[config.mk]
export PLATFORM = sky130hd
export DESIGN_NAME = ase_mmio_responder
export DESIGN_NICKNAME = d
export VERILOG_FILES = /design/src/rtl/ase_mmio_responder.sv
export SDC_FILE = /design/constraint.sdc
export NUM_CORES = 2
export LEC_CHECK = 0
export CORE_MARGIN = 4
export CORE_UTILIZATION = 50
export CTS_CLUSTER_SIZE = 12
export DETAILED_ROUTE_END_ITERATION = 10
export PLACE_DENSITY = 0.7
export REMOVE_ABC_BUFFERS = 1
export SLEW_MARGIN = 20
export SYNTH_ARGS = -nofsm -noshare
export SYNTH_HDL_FRONTEND = slang
export SYNTH_SLANG_ARGS = --single-unit
export TNS_END_PERCENT = 50
[constraint.sdc]
create_clock -name clk -period 3.5 [get_ports clk]
set_clock_uncertainty 0.2 [all_clocks]
set_input_delay 0.7 -clock clk [delete_from_list [all_inputs] [get_ports clk]]
set_output_delay 0.7 -clock clk [all_outputs]
set_load 0.005 [all_outputs]
[src/rtl/ase_mmio_responder.sv]
// AFU-side CCI-P MMIO responder: decodes host MMIO writes/reads against a local
// 64-bit CSR file and returns read responses through a valid/ready queue.
module ase_mmio_responder #(
   parameter int          NUM_REGS  = 16,
   parameter int          RDQ_DEPTH = 4,
   parameter int          TIMEOUT   = 512,
   parameter logic [63:0] DEV_ID    = 64'h0
) (
   input  logic        clk,
   input  logic        rst_n,
   input  logic [27:0] cfg_hdr,
   input  logic        mmio_wr_valid,
   input  logic        mmio_rd_valid,
   input  logic [63:0] mmio_wrdata,
   output logic        rsp_valid,
   input  logic        rsp_ready,
   output logic [8:0]  rsp_tid,
   output logic [63:0] rsp_data,
   output logic [3:0]  err_flags,
   input  logic        err_clr
);

   localparam int REG_W = $clog2(NUM_REGS);
   localparam int PTR_W = (RDQ_DEPTH > 1) ? $clog2(RDQ_DEPTH) : 1;
   localparam int CNT_W = $clog2(RDQ_DEPTH + 1);
   localparam int AGE_W = $clog2(TIMEOUT + 1);

   typedef enum logic {IDLE = 1'b0, PRESENT = 1'b1} state_t;

   // ---------------- header decode ----------------
   logic [15:0]      idx;
   logic [1:0]       len;
   logic [8:0]       tid;
   logic [REG_W-1:0] sel;
   logic             unmapped;
   logic             unused_rsvd;

   assign idx         = cfg_hdr[27:12];
   assign len         = cfg_hdr[11:10];
   assign tid         = cfg_hdr[8:0];
   assign unused_rsvd = cfg_hdr[9];
   assign sel         = idx[REG_W:1];
   assign unmapped    = len[1] || (len[0] && idx[0]) ||
                        (32'(idx) >= 32'(2 * NUM_REGS));

   // ---------------- CSR file ----------------
   logic [63:0] csr [NUM_REGS];
   logic        wr_en;

   assign wr_en = mmio_wr_valid && !unmapped && (sel != '0);

   // NOTE: the CSR file is reset because software may read it before writing;
   // the response queue storage below is not, since it is only seen behind count.
   always_ff @(posedge clk or negedge rst_n) begin
      if (!rst_n) begin
         for (int i = 0; i < NUM_REGS; i++) csr[i] <= '0;
      end else if (wr_en) begin
         if (len[0])      csr[sel]        <= mmio_wrdata;
         else if (idx[0]) csr[sel][63:32] <= mmio_wrdata[31:0];
         else             csr[sel][31:0]  <= mmio_wrdata[31:0];
      end
   end

   logic [63:0] rd_word;
   logic [31:0] rd_half;
   logic [63:0] rd_data;

   // NOTE: every always_comb output gets a value on every path, so no latches.
   always_comb begin
      rd_word = (sel == '0) ? DEV_ID : csr[sel];
      rd_half = idx[0] ? rd_word[63:32] : rd_word[31:0];
      rd_data = '0;
      if (!unmapped) rd_data = len[0] ? rd_word : {rd_half, rd_half};
   end

   // ---------------- response queue ----------------
   logic [8:0]       q_tid  [RDQ_DEPTH];
   logic [63:0]      q_data [RDQ_DEPTH];
   logic [PTR_W-1:0] wr_ptr, rd_ptr;
   logic [CNT_W-1:0] count;
   logic             full, rd_req, push, pop, overflow;

   // A collision drops the read; a full queue only refuses when nothing leaves.
   assign full     = (count == CNT_W'(RDQ_DEPTH));
   assign pop      = rsp_valid && rsp_ready;
   assign rd_req   = mmio_rd_valid && !mmio_wr_valid;
   assign push     = rd_req && (!full || pop);
   assign overflow = rd_req && full && !pop;

   function automatic logic [PTR_W-1:0] ptr_inc(input logic [PTR_W-1:0] p);
      return (p == PTR_W'(RDQ_DEPTH - 1)) ? '0 : p + PTR_W'(1);
   endfunction

   always_ff @(posedge clk) begin
      if (push) begin
         q_tid[wr_ptr]  <= tid;
         q_data[wr_ptr] <= rd_data;
      end
   end

   // NOTE: sequential state uses non-blocking assignments only.
   always_ff @(posedge clk or negedge rst_n) begin
      if (!rst_n) begin
         wr_ptr <= '0;
         rd_ptr <= '0;
         count  <= '0;
      end else begin
         if (push) wr_ptr <= ptr_inc(wr_ptr);
         if (pop)  rd_ptr <= ptr_inc(rd_ptr);
         case ({push, pop})
            2'b10:   count <= count + CNT_W'(1);
            2'b01:   count <= count - CNT_W'(1);
            default: ;
         endcase
      end
   end

   // ---------------- output FSM ----------------
   state_t state, state_next;

   always_ff @(posedge clk or negedge rst_n) begin
      if (!rst_n) state <= IDLE;
      else        state <= state_next;
   end

   always_comb begin
      state_next = state;
      case (state)
         IDLE:    if (push) state_next = PRESENT;
         PRESENT: if (pop && !push && count == CNT_W'(1)) state_next = IDLE;
         default: state_next = IDLE;
      endcase
   end

   always_comb begin
      rsp_valid = (state == PRESENT);
      rsp_tid   = rsp_valid ? q_tid[rd_ptr]  : '0;
      rsp_data  = rsp_valid ? q_data[rd_ptr] : '0;
   end

   // ---------------- age counter and errors ----------------
   logic [AGE_W-1:0] age, age_next;
   logic             waiting, timeout_hit;
   logic [3:0]       err_set;

   assign waiting = rsp_valid && !rsp_ready;

   always_comb begin
      age_next = age;
      if (pop)                                     age_next = '0;
      else if (waiting && age != AGE_W'(TIMEOUT))  age_next = age + AGE_W'(1);
   end

   assign timeout_hit = waiting && (age_next == AGE_W'(TIMEOUT));
   assign err_set = {timeout_hit,
                     mmio_wr_valid && mmio_rd_valid,
                     overflow,
                     (mmio_wr_valid || mmio_rd_valid) && unmapped};

   always_ff @(posedge clk or negedge rst_n) begin
      if (!rst_n) begin
         age       <= '0;
         err_flags <= '0;
      end else begin
         age       <= age_next;
         err_flags <= (err_clr ? 4'b0 : err_flags) | err_set;
      end
   end

endmodule
==> results.md <==
- Status: finished, violations left
- Failing checks: negative setup slack
- CP Launch Type: flop
- Final Slew Violations: 0
- Worst setup path start: rd_ptr[0]
- Yosys warnings: 0
- Unrepaired setup endpoints after global routing: true
- Post-layout minimum cycle time: 3.539 ns
- Int Pwr: 28530 uW
- Area leader, netlist: dfrtp_1
- Die width: 350.8 um
- Synth cell types: 50
- Clock power frac: 39.2%
- Drt via density: 6.145
- Worst Tran Pin Value: 0.8091 ns
- CP cell instances: buf_6, buf_12, buf_16, buf_4, mux4_2, and2_1, dlygate4sd2_1
- IO buf count: 174
- Final setup viols: 3
- WS Path Type: flop to output pin
- Flop pwr share: 43.7%
- M2 GR Usage: 41.87%
- VDD IR max: 0.4819 mV
- Row Count: 125
- Top FF cell, synth: dfrtp_1
- DRT iter0 DRCs: 2975
- Dpl ws: -0.01338 ns
- CTS Buf Count: 142
- GRT overflow: 0
- Top cell type's share of synthesized area: 44.54%
- Initial Util: 50.51%
- Total power density per cell area: 546.8 nW/um^2
- Hold crit path type: flop to flop
- Net Sw Power: 9453 uW
- CTS Buffer Depth: 3
- Die ar.: 123100 sq um
- Critical path's largest stage delay: 0.52 ns
- Core area: 116400 sq um
- Cells after Synth: 3902
- Total routed wirelength: 159.4 mm
- Min-Delay Startpoint: csr[1009]
- Final Core Density: 59.70%
- CTS H-tree depth: 4
- Most instantiated library cell after synthesis: dfrtp_1
- Critical-path top delay cell: dfrtp_4
- First-pass GRT wire length: 241.2 mm
- Final nets: 4267
- Seq/Total Area, Yosys: 59.46%
- WP data required: 2.60 ns
- Largest net degree at the start of global routing: 100
- Syn Std Cell Area: 58770 sq um
- Ys async rst share: 78.18%
- Setup WS post-layout: -0.03902 ns
- Avg Inst Size Synth: 15.06 sq um
- Fin cells: 5797
- DRT Pass-1 Iters: 5
- Routed len/inst: 27.50 um
- Routability congestion estimate: 0.8197
- Clock sinks: 1338
- Switch share: 24.89%
- Leakage power: 0.03107 uW
- Die Ht: 350.8 um
- WP data arrival: 2.64 ns
- Layout area overhead: 18.20%
- Ports: 176
- Logic pwr share: 17.1%
- Hpwl dp: 96.80 mm
- Worst Setup End Kind: output pin
- Clk Latency, worst-skew pair: 0.75 ns
- CP Max Fanout: 7
- Antenna Violating Nets Remaining: 0
- Via count: 35620
- Post-synth EDFFs: 292
- Synth Register Bits: 1338
- Max-cap violations: 0
- Synth area leaders: dfrtp_1 45%, mux2_2 16%, edfxtp_1 15%, mux4_2 13%, o21ai_0 2.3%
- Fraction of layout cells with a size suffix above 1: 41.93%
- Relative slew slack: 46.06%
- Clk root buf: clkbuf_16
- Total power: 37980 uW
- Launch point of the worst reg-to-reg path: rsp_valid
- Synth cell count leaders: 1046 x dfrtp_1, 832 x mux2_2, 329 x mux4_2, 294 x nand2_1, 292 x edfxtp_1
- Grt met1 use: 36.67%
- Max frequency: 0.2826 GHz
- CTS tree: done
- Final Hold Viols: 0
- Clk slew on worst S/H paths: 0.06 ns
- Most crowded layer after global routing: met2
- GRT met3 Usage: 6.162%
- Initial antenna violation count: 8
- # DRC: 0
- GRT Overall Usage: 26.33%
- Vias in the first global route: 37290
- Placed cell count: 5492
- Tcrit/Tclk final: 101.1%
## metrics by stage
step | cell area, sq um | hold slack, ns | TNS, ns
6_report | 69460 | 0.1726 | -0.05521
5_1_grt | 69450 | 0.1833 | -0.5288
4_1_cts | 69310 | 0.1758 | -0.6181
3_5_place_dp | 64100 | 0.1632 | -0.1489
3_3_place_gp | 64100 | 0.1604 | 0
2_1_floorplan | 57250 | 0.1494 | -742.00
## power by group through the flow
stage | clock network (uW) | registers (uW) | logic [uW]
after floorplan | 0 | 17100 | 2170
after global placement | 0 | 16900 | 5330
after detailed placement | 0 | 17000 | 5350
after CTS | 15100 | 16600 | 6260
after global routing | 15800 | 16600 | 6960
final | 14900 | 16600 | 6500
## layout make-up
class                   instances  area, sq um
diodes                          6        15.01
clock buffers                 225         4269
clock inverters                28        335.3
fillers                      8817        46900
inverters                      16        60.06
multi-input cells            2180        22440
flip-flops and latches       1338        34950
well taps                    1524         1907
repair buffers                480         5487
## sequential cells by signal (all words and copies together), names as in the netlist
register	count
q_tid	36
count	3
q_data	256
csr	1024
wr_ptr	2
err_flags	4
age	10
rd_ptr	2
rsp_valid	1
## per-layer routing
| layer | up-vias | wire, um |
|---|---|---|
| li1 | 15140 | - |
| met1 | 18980 | 67550 |
| met2 | 1207 | 75560 |
| met3 | 286 | 12030 |
| met4 | 2 | 4253 |
| met5 | - | 13 |
## worst max-delay path, delay by kind of cell (launching register included)
family	cells	cell delay (ns)
buffers and inverters	5	0.80
DFF	1	0.52
muxes	1	0.41
and+or+nand+nor	1	0.17
## what timing repair did
item / in CTS / in global routing
cloned: 10 / 0
hold buffers: 1 / 0
pin swaps: 14 / 2
endpoints found under the setup margin: 73 / 59
buffers inserted: 27 / 9
endpoints found under the hold margin: 43 / 0
gates resized for setup: 172 / 77
## path summary, 6_finish.rpt
path	to	depth (start not counted)	slack [ns]
min reg2reg	csr[1009]	0	0.17
max	rsp_data[33]	7	-0.04
max in group asynchronous	csr[876]	4	1.71
min	csr[1009]	0	0.17
max reg2reg	q_data[0][15]	5	0.86
min in group asynchronous	csr[132]	2	0.37
## layout by cell type, fill, tap and decap left out, types with 4 or more instances in the layout
cell             netlist  final
dlygate4sd2_1          0     20
clkdlybuf4s15_1        0     21
nor2_1                13     13
clkinv_2               0      9
nand2_1              294    275
clkbuf_8               0     34
dfrtp_1             1046   1043
buf_16                 0     12
clkbuf_16              0    145
nand2_2                0     19
and2_4                 0     42
o21ai_0              266    266
edfxtp_1             292    292
nand4b_1               5      5
clkbuf_1             239     46
diode_2                0      6
buf_12                 0    100
buf_8                  0      5
mux2_2               832    832
clkbuf_2               0     18
nor3_1                74     74
nand4_1               11     11
bufinv_16              0      4
and2_1                82     40
inv_1                 16     16
nor4_2                 5      5
nand3_1                7      4
buf_6                  0     22
clkdlybuf4s50_1        0     96
buf_4                  0    181
inv_6                  0      7
o22ai_1              132    132
a21oi_1                5      5
ha_1                  11     11
mux4_2               329    329
xnor2_1                5      5
a22o_1                31     31
a22oi_1               31     31
## cell families (layout without fill, tap and decap cells)
kind of cell / Yosys count / in the layout / synth area share, %
xor gates and xnor gates: 8 / 8 / 0.1192
adders and majority gates: 11 / 11 / 0.2342
AOI/OAI and AO/OA: 479 / 479 / 4.771
buffers and inverters: 384 / 749 / 2.689
DFF: 1338 / 1338 / 59.46
and+or+nand+nor: 520 / 520 / 4.160
other: 0 / 6 / 0
muxes: 1162 / 1162 / 28.57
Note: power is estimated with default switching activity, not from simulation.
